`config.mk`:
```
export PLATFORM = sky130hd
export DESIGN_NAME = sa_tile_scheduler
export DESIGN_NICKNAME = d
export VERILOG_FILES = /design/src/rtl/sa_tile_scheduler.sv
export SDC_FILE = /design/constraint.sdc
export NUM_CORES = 1
export LEC_CHECK = 0
export ABC_AREA = 1
export BUFFER_PORTS_ARGS = -buffer_cell sky130_fd_sc_hd__buf_2
export CORE_UTILIZATION = 50
export DETAILED_ROUTE_END_ITERATION = 7
export PLACE_DENSITY = 0.72
export SETUP_SLACK_MARGIN = 0.1
export SYNTH_ARGS = -nofsm -noshare
export SYNTH_HDL_FRONTEND = slang
export SYNTH_SLANG_ARGS = --single-unit
```
`constraint.sdc`:
```
create_clock -name I_CLK -period 3 [get_ports I_CLK]
set_clock_uncertainty 0.05 [all_clocks]
set_input_delay 0.15 -clock I_CLK [delete_from_list [all_inputs] [get_ports I_CLK]]
set_output_delay 0.15 -clock I_CLK [all_outputs]
set_load 0.1 [all_outputs]
```
`src/rtl/sa_tile_scheduler.sv`:
```
// sa_tile_scheduler
//   Walks a tiled matmul C(MxN) = X(MxK) * W(KxN) over the systolic array.
//   For every output tile (i,j) it fires one SA start per K-chunk (k inner),
//   marks the first chunk so the SA clears its accumulators, waits for each
//   SA run to finish under a watchdog, then offers the tile to write-back.
//   Loop order is i outer, j middle, k inner.
//
// Ports
//   I_CLK, I_SYNC_RST            clock, synchronous active-high reset
//   I_CMD_VLD / O_CMD_RDY        command handshake (ready only when idle)
//   I_M_TILES/I_K_TILES/I_N_TILES  matmul dimensions in tiles, sampled at accept
//   O_SA_START, O_ACC_CLR        one-cycle SA start, accumulator-clear qualifier
//   O_I_IDX/O_K_IDX/O_J_IDX      current tile indices
//   I_SA_DONE                    SA run complete pulse (honoured only in WAIT)
//   O_WB_VLD / I_WB_RDY          finished-tile write-back handshake
//   O_BUSY, O_DONE               activity level, one-cycle completion pulse
//   O_ERR, O_ERR_CODE            sticky error: 01 zero dimension, 10 watchdog
//
// Every output is a register or a decode of registered state; there is no
// combinational path from any input to any output.

module sa_tile_scheduler #(
    parameter int D_W    = 16,
    parameter int SA_R   = 16,
    parameter int SA_C   = 16,
    parameter int TILE_W = 8,
    parameter int WDOG_W = 12
) (
    input  logic              I_CLK,
    input  logic              I_SYNC_RST,
    input  logic              I_CMD_VLD,
    output logic              O_CMD_RDY,
    input  logic [TILE_W-1:0] I_M_TILES,
    input  logic [TILE_W-1:0] I_K_TILES,
    input  logic [TILE_W-1:0] I_N_TILES,
    output logic              O_SA_START,
    output logic              O_ACC_CLR,
    output logic [TILE_W-1:0] O_I_IDX,
    output logic [TILE_W-1:0] O_K_IDX,
    output logic [TILE_W-1:0] O_J_IDX,
    input  logic              I_SA_DONE,
    output logic              O_WB_VLD,
    input  logic              I_WB_RDY,
    output logic              O_BUSY,
    output logic              O_DONE,
    output logic              O_ERR,
    output logic [1:0]        O_ERR_CODE
);

    // Datapath geometry is informational only; a degenerate geometry simply
    // never accepts work.
    localparam bit CFG_OK = (D_W > 0) && (SA_R > 0) && (SA_C > 0);

    localparam logic [1:0] ERR_NONE = 2'b00;
    localparam logic [1:0] ERR_ZDIM = 2'b01;
    localparam logic [1:0] ERR_WDOG = 2'b10;

    typedef enum logic [2:0] {
        IDLE  = 3'd0,
        ISSUE = 3'd1,
        WAIT  = 3'd2,
        WB    = 3'd3,
        FIN   = 3'd4
    } state_t;

    state_t              state, state_nxt;
    logic [TILE_W-1:0]   m_last, k_last, n_last;
    logic [TILE_W-1:0]   m_last_nxt, k_last_nxt, n_last_nxt;
    logic [TILE_W-1:0]   i_idx, k_idx, j_idx;
    logic [TILE_W-1:0]   i_idx_nxt, k_idx_nxt, j_idx_nxt;
    logic [WDOG_W-1:0]   wdog, wdog_nxt;
    logic                err, err_nxt;
    logic [1:0]          err_code, err_code_nxt;

    logic cmd_take;
    logic zero_dim;
    logic k_is_last, j_is_last, i_is_last;

    assign cmd_take  = I_CMD_VLD && CFG_OK;
    assign zero_dim  = (I_M_TILES == '0) || (I_K_TILES == '0) || (I_N_TILES == '0);
    // Compares against latched (dim-1) so the index counters never need to
    // reach 2^TILE_W.
    assign k_is_last = (k_idx == k_last);
    assign j_is_last = (j_idx == n_last);
    assign i_is_last = (i_idx == m_last);

    always_ff @(posedge I_CLK) begin
        if (I_SYNC_RST) begin
            state    <= IDLE;
            m_last   <= '0;
            k_last   <= '0;
            n_last   <= '0;
            i_idx    <= '0;
            k_idx    <= '0;
            j_idx    <= '0;
            wdog     <= '0;
            err      <= 1'b0;
            err_code <= ERR_NONE;
        end else begin
            state    <= state_nxt;
            m_last   <= m_last_nxt;
            k_last   <= k_last_nxt;
            n_last   <= n_last_nxt;
            i_idx    <= i_idx_nxt;
            k_idx    <= k_idx_nxt;
            j_idx    <= j_idx_nxt;
            wdog     <= wdog_nxt;
            err      <= err_nxt;
            err_code <= err_code_nxt;
        end
    end

    always_comb begin
        state_nxt    = state;
        m_last_nxt   = m_last;
        k_last_nxt   = k_last;
        n_last_nxt   = n_last;
        i_idx_nxt    = i_idx;
        k_idx_nxt    = k_idx;
        j_idx_nxt    = j_idx;
        wdog_nxt     = wdog;
        err_nxt      = err;
        err_code_nxt = err_code;

        unique case (state)
            IDLE: begin
                if (cmd_take) begin
                    m_last_nxt   = I_M_TILES - 1'b1;
                    k_last_nxt   = I_K_TILES - 1'b1;
                    n_last_nxt   = I_N_TILES - 1'b1;
                    i_idx_nxt    = '0;
                    k_idx_nxt    = '0;
                    j_idx_nxt    = '0;
                    wdog_nxt     = '0;
                    if (zero_dim) begin
                        err_nxt      = 1'b1;
                        err_code_nxt = ERR_ZDIM;
                        state_nxt    = FIN;
                    end else begin
                        err_nxt      = 1'b0;
                        err_code_nxt = ERR_NONE;
                        state_nxt    = ISSUE;
                    end
                end
            end

            ISSUE: begin
                wdog_nxt  = '0;
                state_nxt = WAIT;
            end

            WAIT: begin
                if (I_SA_DONE) begin
                    if (k_is_last) begin
                        state_nxt = WB;
                    end else begin
                        k_idx_nxt = k_idx + 1'b1;
                        state_nxt = ISSUE;
                    end
                end else if (wdog == {WDOG_W{1'b1}}) begin
                    // Counter has sat at its maximum with no completion.
                    err_nxt      = 1'b1;
                    err_code_nxt = ERR_WDOG;
                    state_nxt    = FIN;
                end else begin
                    wdog_nxt = wdog + 1'b1;
                end
            end

            WB: begin
                if (I_WB_RDY) begin
                    k_idx_nxt = '0;
                    if (j_is_last) begin
                        j_idx_nxt = '0;
                        i_idx_nxt = i_idx + 1'b1;
                    end else begin
                        j_idx_nxt = j_idx + 1'b1;
                    end
                    state_nxt = (i_is_last && j_is_last) ? FIN : ISSUE;
                end
            end

            FIN: begin
                state_nxt = IDLE;
            end

            default: begin
                state_nxt = IDLE;
            end
        endcase
    end

    assign O_CMD_RDY  = (state == IDLE);
    assign O_SA_START = (state == ISSUE);
    assign O_ACC_CLR  = (state == ISSUE) && (k_idx == '0);
    assign O_WB_VLD   = (state == WB);
    assign O_BUSY     = (state != IDLE);
    assign O_DONE     = (state == FIN);
    assign O_I_IDX    = i_idx;
    assign O_K_IDX    = k_idx;
    assign O_J_IDX    = j_idx;
    assign O_ERR      = err;
    assign O_ERR_CODE = err_code;

endmodule

```
# Word level (Yosys, flattened, before mapping)
# Cells that the tools add are included.
# classes
reduce_logical,21
mux,33
add_sub_neg,7
n_eq_ne,17
# ops
operator,n
$mux 8,8
$mux 12,3
$pmux 12 s3,1
$logic_not 8->1,4
$pmux 8 s2,2
$add 8x1->8 const B,3
$eq 8x8->1,3
$pmux 8 s3,1
$sub 8x1->8 const B,3
$mux 3,6
$add 12x1->12 const B,1
$eq 12x12->1 const B,1
$ne 2x2->1 const B,6
$pmux 3 s4,1
$reduce_and 4->1,3
$reduce_bool 3->1,3
$mux 2,4
$eq 3x2->1 const B,2
$reduce_and 3->1,2
$mux 1,5
$reduce_and 5->1,1
$ne 2x1->1 const B,2
$pmux 2 s2,1
$reduce_bool 2->1,2
other kinds (8),10
# totals
ff_bits,66
output_inout_bits,33
word_cells,88
in_bits,29

# Longest topological paths before layout
# Gate-level depths: netlist of run 1.
# logic_depth
ltp_word,6
ltp_mapped,12
ltp_nobuf,12

# Worst setup path after synthesis of run 1
# No wires, ideal clock.
# synth_path
path_type,reg-to-output
from,register state[0]
to,output port O_ACC_CLR
arrival_time_ns,4.122
slack_ns,-1.322
path_buffers,0
path_stages_with_launch,5
path_cell_list,dfxtp_1 > nand2_1 > nor2_1 > inv_1 > nor3_1
# synth_between
elab_chain_len,2
# synth_rtl
element,line,source
"start, declared",66,"state_t state, state_nxt;"
"start signal, assigned",100,state <= state_nxt;
$eq 3x1->1,--,
named net O_SA_START,36,"output logic O_SA_START,"
$logic_and 1x1->1,195,assign O_ACC_CLR = (state == ISSUE) && (k_idx == '0);
"end, declared",37,"output logic O_ACC_CLR,"
# The timed path passes the listed nets, and every way through them passes these cells.

# Worst setup path after layout of run 1
# layout_path
from,register state[0]
to,output port O_ACC_CLR
# layout_between
elab_chain_len,2
# layout_rtl
element,line
$eq 3x1->1,195
$logic_and 1x1->1,195
# Every way passes these cells.

==> results.json, run 1 <==
{
  "dieArea_um2": 8510,
  "drive_gt1_share_pct": 14.8,
  "dp_hpwl_um": 7430,
  "crit_chain": "nand2_1 -> nor2_1 -> inv_1 -> nor3_2 -> buf_2",
  "crit_family": "buffers and inverters",
  "netlist_top_cells_area": "dfxtp_1 32%, nand2_1 15%, inv_1 9.2%",
  "detail_route.iter0.violations": 213,
  "netlist.area_leader.share_pct": 32.5,
  "syn_area_per_cell_um2": 6.33,
  "fill_cells": 765,
  "hold_ws_ns": 0.0441,
  "grt_max_degree": 31,
  "slowest_stage": "dfxtp_1",
  "whs_path_depth": 3,
  "synth_cell_type_count": 36,
  "antenna_found_initial": 0,
  "ys.warnings.count": 0,
  "n_antenna_cell": 0,
  "end_kind": "primary output",
  "clock-sinks": 66,
  "setup.worst_path.start_class": "register",
  "critical-path-max-stage-delay_ns": 0.52,
  "min_period_ns": 2.08,
  "grt_usage_pct": 25.4,
  "root_buffer": "clkbuf_8",
  "clk_pin_slew_ns": 0.07,
  "cp-endpoint": "O_ACC_CLR",
  "die_w_um": 92.2,
  "final_util_pct": 60.1,
  "report.final.slew_viol_count": 0,
  "clock_latency_ns": 0.34,
  "area.growth.synth_to_final_pct": 15.2,
  "finalCritPeriodShare_pct": 69.2,
  "drc_errors": 0,
  "start_util_pct": 52.1,
  "synthTopCellsByCount": "161 x nand2_1, 100 x inv_1, 76 x nor2_1",
  "cp_num_cells": 5,
  "crit_arrival_ns": 1.88,
  "ant_nets": 0,
  "cp_num_buf_inv": 2,
  "ctsResizeCount": 0,
  "hold_buffers": 1,
  "setup_viol": 0,
  "postCtsSetupBuffers": 0,
  "htreeDepth": 3,
  "drt_pre_antenna_iters": 4,
  "syn_nets": 683,
  "drt_wl_total_um": 9860,
  "startpoint": "state[0]",
  "synth_flop_cell": "dfxtp_1",
  "syn_area_um2": 4070,
  "nNetsFinal": 746,
  "finalHoldViolations": 0,
  "worst_slew_pin_slew_ns": 0.703,
  "max_cap_viol_count": 0,
  "netlist_instances": 643,
  "power_leakage_uw": 0.00222,
  "ir_worst_vdd_mv": 0.406,
  "viasPerCell": 5.07,
  "grt_pass1_vias": 3978,
  "rsz0062_at_grt": "false",
  "r2r-end": "O_J_IDX[7]",
  "status": "finished, final reports clean",
  "ioPinCount": 62,
  "synth_seq_cells": 66,
  "portBuffers": 61,
  "cts_buffer_depth": 2,
  "async_flop_share_pct": 0,
  "gp_congestion": 0.910,
  "cts_buffers": 9,
  "crit_required_ns": 2.80,
  "crit-reg2reg-launch": "state[2]",
  "drt-wirelength-per-cell_um": 12.1,
  "yosys.area.top_type": "dfxtp_1",
  "placementRows": 32,
  "rrSetupSlack_ns": 1.02,
  "hp-class": "input pin to register",
  "synth_seq_area_share_pct": 32.5,
  "yosysMostFrequentCell": "nand2_1",
  "max_slew_margin_pct": 53.1,
  "fmax_ghz": 0.481,
  "cts_tree": "built",
  "p_per_area_nw_per_um2": 813,
  "die_y_um": 92.2,
  "r2r_cells": 7,
  "grt-ovfl-total": 0,
  "grt_pass1_wl_um": 17400,
  "path_class": "register to primary output",
  "synth-edff-count": 0,
  "total_power_uw": 3820,
  "path_max_fanout": 6,
  "design.core.area_um2": 7810,
  "dr_total_vias": 4125
}
-- worst min-delay path by stage --
stage	start	end	slack, ns
CTS	I_K_TILES[3]	k_last[3]	0.03
floorplan	I_K_TILES[0]	k_last[0]	0.19
detailed placement	I_K_TILES[0]	k_last[0]	0.30
global route	I_K_TILES[3]	k_last[3]	0.06
finish	I_K_TILES[3]	k_last[3]	0.04
global placement	I_K_TILES[0]	k_last[0]	0.30
-- kinds of logic (layout without fill, tap and decap cells) --
logic type	after synthesis	count (layout)	synth area share [%]
xor gates and xnor gates	24	24	5.16
buffers and inverters	118	186	11.1
adders and majority gates	11	11	3.38
and+or+nand+nor	337	337	36.7
DFF	66	66	32.5
AOI/OAI and AO/OA	87	87	11.2
-- area by class of cell --
cell class                      count  area (um2)  area share [%]
Multi-Input combinational cell    459        2310            49.3
Sequential cell                    66        1320            28.2
Inverter                          106         398            8.48
Timing Repair Buffer               64         330            7.04
Clock buffer                       11         151            3.23
Tap cell                          102         128            2.72
Clock inverter                      5        52.6            1.12
-- per-layer routing --
layer  vias to the layer above  share of wire [%]  track usage, %
li1                       2162                  -               -
met1                      1841                 47            32.3
met2                        95                 46            42.5
met3                        27                3.7            3.90
met4                         0                2.6            11.3
met5                         -                  0               0
-- worst min-delay path: stages --
cell     delay, ns
buf_2         0.11
nand2_1       0.06
a31oi_1       0.07
-- registers in the layout, summed over array words and instances, names as in the netlist --
register    flops
wdog           12
O_I_IDX         8
O_J_IDX         8
O_K_IDX         8
k_last          8
m_last          8
n_last          8
state           3
O_ERR_CODE      2
O_ERR           1
-- report_power, final --
part           switching (uW)  total, uW  internal [uW]
registers                 152       1190           1030
logic                    1420       1850            430
clock network             352        777            425
total                    1930       3820           1890
-- placed cells by master (no fill, tap or decap), types with 3 or more instances in the layout --
cell and n:
nor3b_1 3, nand2_1 161, clkbuf_8 11, xor2_1 17, clkinv_2 3, dfxtp_1 66, xnor2_1 7, nor2_1 76
nand3_1 45, nand4_1 8, inv_2 5, buf_2 61, a21oi_1 48, ha_1 11, a31oi_1 4, inv_1 100
nand2_2 6, o21ai_0 28, nor3_1 21, nor3_4 3
-- through the flow --
stage | instances | setup TNS (ns) | setup slack, ns | area (um2)
6_report | 813 | 0 | 0.923 | 4690
5_1_grt | 813 | 0 | 0.813 | 4690
3_5_place_dp | 796 | 0 | 1.03 | 4480
3_3_place_gp | 796 | 0 | 1.11 | 4480
4_1_cts | 813 | 0 | 0.897 | 4690
2_1_floorplan | 643 | -0.537 | -0.537 | 4080
Power figures use the tool's default switching activity.
==> inputs of run 2 (changes only) <==
Settings changed: PLACE_DENSITY 0.72 to 0.74.
Clock period 3 ns to 1.8 ns, I/O delays scaled along.
==> run 2 against run 1 <==
Global-route usage down 0.50 points. Die area unchanged. Critical path type unchanged. Sequential share of layout area down 1.3 points. Worst setup slack worse by 0.83 ns. Total power up 75%. Largest power group unchanged. Highest routed layer unchanged.
==> results.json, run 2 (synthesized netlist as in run 1, its figures left out) <==
{
  "status": "finished, final reports clean",
  "slowest_stage": "buf_2",
  "rrSetupSlack_ns": 0.10,
  "grt_pass1_wl_um": 17100,
  "ir_worst_vdd_mv": 0.731,
  "cts_buffer_depth": 2,
  "path_max_fanout": 6,
  "crit_required_ns": 1.66,
  "finalHoldViolations": 0,
  "drive_gt1_share_pct": 22.3,
  "largest_reg_flops": 12,
  "ant_nets": 0,
  "grt-ovfl-total": 0,
  "grt_pass1_vias": 3847,
  "cts_buffers": 9,
  "crit_arrival_ns": 1.57,
  "max_slew_margin_pct": 67.1,
  "gp_congestion": 0.904,
  "area.growth.synth_to_final_pct": 24.5,
  "drt-wirelength-per-cell_um": 12.9,
  "start_util_pct": 52.1,
  "mostFrequentLayoutCells": "155 x nand2_1, 99 x inv_1, 72 x nor2_1, 57 x buf_2, 47 x a21oi_1",
  "die_y_um": 92.2,
  "min_to": "k_last[2]",
  "root_buffer": "clkbuf_8",
  "report.final.slew_viol_count": 0,
  "worst_slew_pin_slew_ns": 0.498,
  "min_period_ns": 1.71,
  "drt_wl_total_um": 10800,
  "setup_tns_ns": 0,
  "critical-path-max-stage-delay_ns": 0.41,
  "n_antenna_cell": 0,
  "whs_path_depth": 3,
  "viasPerCell": 5.20,
  "placementRows": 32,
  "path_class": "register to primary output",
  "drc_errors": 0,
  "clock-sinks": 66,
  "max_cap_viol_count": 0,
  "fmax_ghz": 0.586,
  "regMostFlops": "wdog",
  "hp-class": "input pin to register",
  "dr_total_vias": 4349,
  "portBuffers": 61,
  "power_leakage_uw": 0.00240,
  "die_w_um": 92.2,
  "placed_area_um2": 4580,
  "rsz0062_at_grt": "true",
  "final_common_cell": "nand2_1",
  "antenna_found_initial": 0,
  "design.core.area_um2": 7810,
  "grt_usage_pct": 25.0,
  "detail_route.iter0.violations": 170,
  "end_kind": "primary output",
  "dp_hpwl_um": 7430,
  "ioPinCount": 62,
  "setup.worst_path.start_class": "register",
  "total_power_uw": 6690,
  "setup_viol": 0,
  "htreeDepth": 3,
  "drt_pre_antenna_iters": 5,
  "fill_cells": 724,
  "hold_ws_ns": 0.0130,
  "crit-reg2reg-launch": "wdog[5]",
  "r2r_cells": 7,
  "min_from": "I_K_TILES[2]",
  "dieArea_um2": 8510,
  "r2r-end": "wdog[1]",
  "clock_latency_ns": 0.35,
  "clk_pin_slew_ns": 0.07,
  "grt_max_degree": 29,
  "finalCritPeriodShare_pct": 94.8,
  "nNetsFinal": 770,
  "fin_area_um2": 5070,
  "crit_chain": "nor3_4 -> buf_4 -> buf_2",
  "cts_tree": "built",
  "p_per_area_nw_per_um2": 1320
}
[run 2: changes by cell type in the layout (fill, tap and decap cells not counted), moves of 5 or more]
cell	delta
dfxtp_1	-22
dfxtp_2	+17
nand2_4	+5
nand2_1	-6
buf_4	+17
dfxtp_4	+5
[run 2: through the flow]
stage | std cells | utilization [%] | setup WS [ns]
floorplan | 643 | - | -1.03
global placement | 802 | 58.7 | 0.133
detailed placement | 802 | 58.7 | 0.0969
CTS | 822 | 61.3 | 0.0883
global route | 836 | 64.9 | -0.0209
finish | 836 | 64.9 | 0.0931
[run 2: layer usage]
metal	vias up	wire length, um	GRT usage [%]
li1	2217	-	-
met1	1993	4870	32.0
met2	118	5230	42.2
met3	21	509	3.73
met4	0	199	9.38
met5	-	0	0
[run 2: area by class of cell]
class	count	area (um2)	share of cell area, %
clock inverters	4	20.0	0.395
repair buffers	86	548	10.8
flip-flops and latches	66	1360	26.9
clock buffers	11	131	2.59
multi-input cells	461	2470	48.7
inverters	106	413	8.14
well taps	102	128	2.52
[run 2: power by group]
group	internal, uW	switching [uW]
Combinational	1040	2580
Sequential	1750	264
Clock	484	567
[run 2: worst max path at each step]
| stage | slack, ns | to | from | cells after the start |
|---|---|---|---|---|
| after global routing | -0.02 | O_ERR_CODE[0] | wdog[5] | 7 |
| after global placement | 0.13 | O_J_IDX[6] | O_J_IDX[2] | 11 |
| after floorplan | -1.03 | O_J_IDX[6] | state[1] | 6 |
| after CTS | 0.09 | O_J_IDX[6] | O_J_IDX[3] | 11 |
| after detailed placement | 0.1 | O_J_IDX[7] | O_J_IDX[2] | 11 |
| final | 0.09 | O_CMD_RDY | state[2] | 3 |
[run 2: timing repair]
| item | in CTS | in global routing |
|---|---|---|
| endpoints found under the setup margin | 9 | 41 |
| endpoints found under the hold margin | 5 | 0 |
| cloned | 0 | 2 |
| pin swaps | 0 | 7 |
| setup buffers | 0 | 12 |
| gates resized for setup | 1 | 52 |
| hold buffers | 5 | 0 |
[run 2: critical path: cells and delay by family, from the launching register on]
kind,cells,cell delay [ns]
simple gates,1,0.26
buf+inv,2,0.57
flops,1,0.39
==> inputs of run 3 (changes only) <==
Settings changed: PLACE_DENSITY 0.74 to 0.72.
Clock period 1.8 ns to 1.6 ns, I/O delays scaled along.
==> run 3 against run 2 <==
The run now ends with negative setup slack left. Die area is the same. Critical path depth up 1. Utilization rose by 9.3 points. Critical endpoint is now O_BUSY. Critical path type unchanged. Highest routed layer unchanged. First-iteration DRC count rose by 42%. Cell count is 4.1% higher. Via count rose by 8.4%. Register-to-register slack worse by 0.18 ns.
==> results.json, run 3 (synthesized netlist as in run 1, its figures left out) <==
{
  "crit_arrival_ns": 1.56,
  "path_class": "register to primary output",
  "root_buffer": "clkbuf_8",
  "path_max_fanout": 4,
  "min_period_ns": 1.69,
  "drc_errors": 0,
  "clock-sinks": 66,
  "largest_reg_flops": 12,
  "portBuffers": 61,
  "violations": "negative setup slack",
  "grt_pass1_vias": 4294,
  "dp_hpwl_um": 7790,
  "max_slew_margin_pct": 58.1,
  "power_leakage_uw": 0.00266,
  "die_w_um": 92.2,
  "setup.worst_path.start_class": "register",
  "hp-class": "input pin to register",
  "final-instance-count-excl-fill": 870,
  "drt_pre_antenna_iters": 5,
  "ir_worst_vdd_mv": 0.736,
  "htreeDepth": 3,
  "slowest_stage": "dfxtp_4",
  "ioPinCount": 62,
  "rsz0062_at_grt": "true",
  "drive_gt1_share_pct": 34.2,
  "viasPerCell": 5.42,
  "cts_buffer_depth": 2,
  "layout_setup_ws_ns": -0.0903,
  "placementRows": 32,
  "finalCritPeriodShare_pct": 106,
  "grt-ovfl-total": 0,
  "end_kind": "primary output",
  "finalHoldViolations": 0,
  "clk_pin_slew_ns": 0.08,
  "cts_buffers": 9,
  "area.growth.synth_to_final_pct": 42.3,
  "gp_congestion": 0.843,
  "status": "finished with violations",
  "critical-path-max-stage-delay_ns": 0.38,
  "placed_area_um2": 4790,
  "ant_nets": 0,
  "n_antenna_cell": 0,
  "die_y_um": 92.2,
  "drt-wirelength-per-cell_um": 14.7,
  "fmax_ghz": 0.592,
  "p_per_area_nw_per_um2": 1510,
  "dp.cells": 822,
  "drt_wl_total_um": 12800,
  "antenna_found_initial": 0,
  "report.final.slew_viol_count": 0,
  "dr_total_vias": 4714,
  "cp_num_buf_inv": 3,
  "cts_tree": "built",
  "crit_required_ns": 1.47,
  "detail_route.iter0.violations": 242,
  "start_util_pct": 52.1,
  "max_cap_viol_count": 0,
  "grt_usage_pct": 28.1,
  "crit_family": "buffers and inverters",
  "setup_tns_ns": -0.927,
  "nNetsFinal": 803,
  "worst_slew_pin_slew_ns": 0.628,
  "dieArea_um2": 8510,
  "clock_latency_ns": 0.35,
  "grt_max_degree": 30,
  "regMostFlops": "wdog",
  "final_common_cell": "nand2_1",
  "fin_area_um2": 5800,
  "mostFrequentLayoutCells": "141 x nand2_1, 92 x inv_1, 64 x nor2_1, 55 x buf_2",
  "setup_viol": 24,
  "design.core.area_um2": 7810,
  "crit_chain": "nor3_4 -> buf_6 -> clkinvlp_4 -> buf_12",
  "grt_pass1_wl_um": 19000
}
run 3: cell count changes in the layout (fill, tap and decap cells not counted), sizes merged:
cell,previous run,this run
buf,80,112
clkinvlp,0,1
nand2,169,170
run 3: repair_timing:
| action | 4_1_cts | 5_1_grt |
|---|---|---|
| hold buffers | 5 | 0 |
| endpoints found under the hold margin | 5 | 0 |
| setup buffers | 10 | 16 |
| endpoints found under the setup margin | 47 | 51 |
| pin swaps | 25 | 38 |
| resized for setup | 63 | 102 |
| gates cloned | 2 | 2 |
run 3: path summary, 6_finish.rpt:
| check | depth (start not counted) | slack [ns] | start | endpoint |
|---|---|---|---|---|
| hold reg to reg | 2 | 0.42 | m_last[2] | m_last[2] |
| setup reg to reg | 8 | -0.08 | state[1] | wdog[6] |
| setup / recovery | 4 | -0.09 | state[1] | O_BUSY |
| hold / removal | 3 | 0.01 | I_M_TILES[4] | m_last[4] |
run 3: layer usage:
layer  up-vias  wire length [um]  track usage, %
met2       188              6320            47.7
met5         -                 0               0
met4         0               396            14.1
met3        33               840            4.56
met1      2201              5190            34.3
li1       2292                 -               -
run 3: layout make-up:
type | instances | area [um2]
multi-input combinational | 462 | 2780
fill | 601 | 2010
sequential | 66 | 1380
timing repair buffer | 117 | 901
inverter | 106 | 437
clock buffer | 12 | 135
tap | 102 | 128
clock inverter | 4 | 20.0
timing repair inverter | 1 | 8.76
run 3: where the power goes:
| group | total (uW) | internal (uW) | switching, uW |
|---|---|---|---|
| sequential | 2260 | 1960 | 298 |
| clock | 1210 | 554 | 652 |
| combinational | 5300 | 1800 | 3500 |
| total | 8770 | 4320 | 4450 |
run 3: through the flow:
stage          setup WS [ns]  hold slack (ns)  power, uW  util (%)
3_5_place_dp         -0.0346            0.228       6190      61.4
6_report             -0.0903           0.0105       8770      74.2
2_1_floorplan          -1.23            0.120       5200         -
3_3_place_gp         -0.0292            0.222       6110      61.4
4_1_cts              -0.0245          0.00758       7870      67.7
5_1_grt               -0.168           0.0366       9220      74.2
run 3: worst min-delay path, delay by kind of cell:
family	cells	cell delay (ns)
AO/OA/AOI/OAI	1	0.12
buffers and inverters	1	0.10
XOR/XNOR	1	0.06
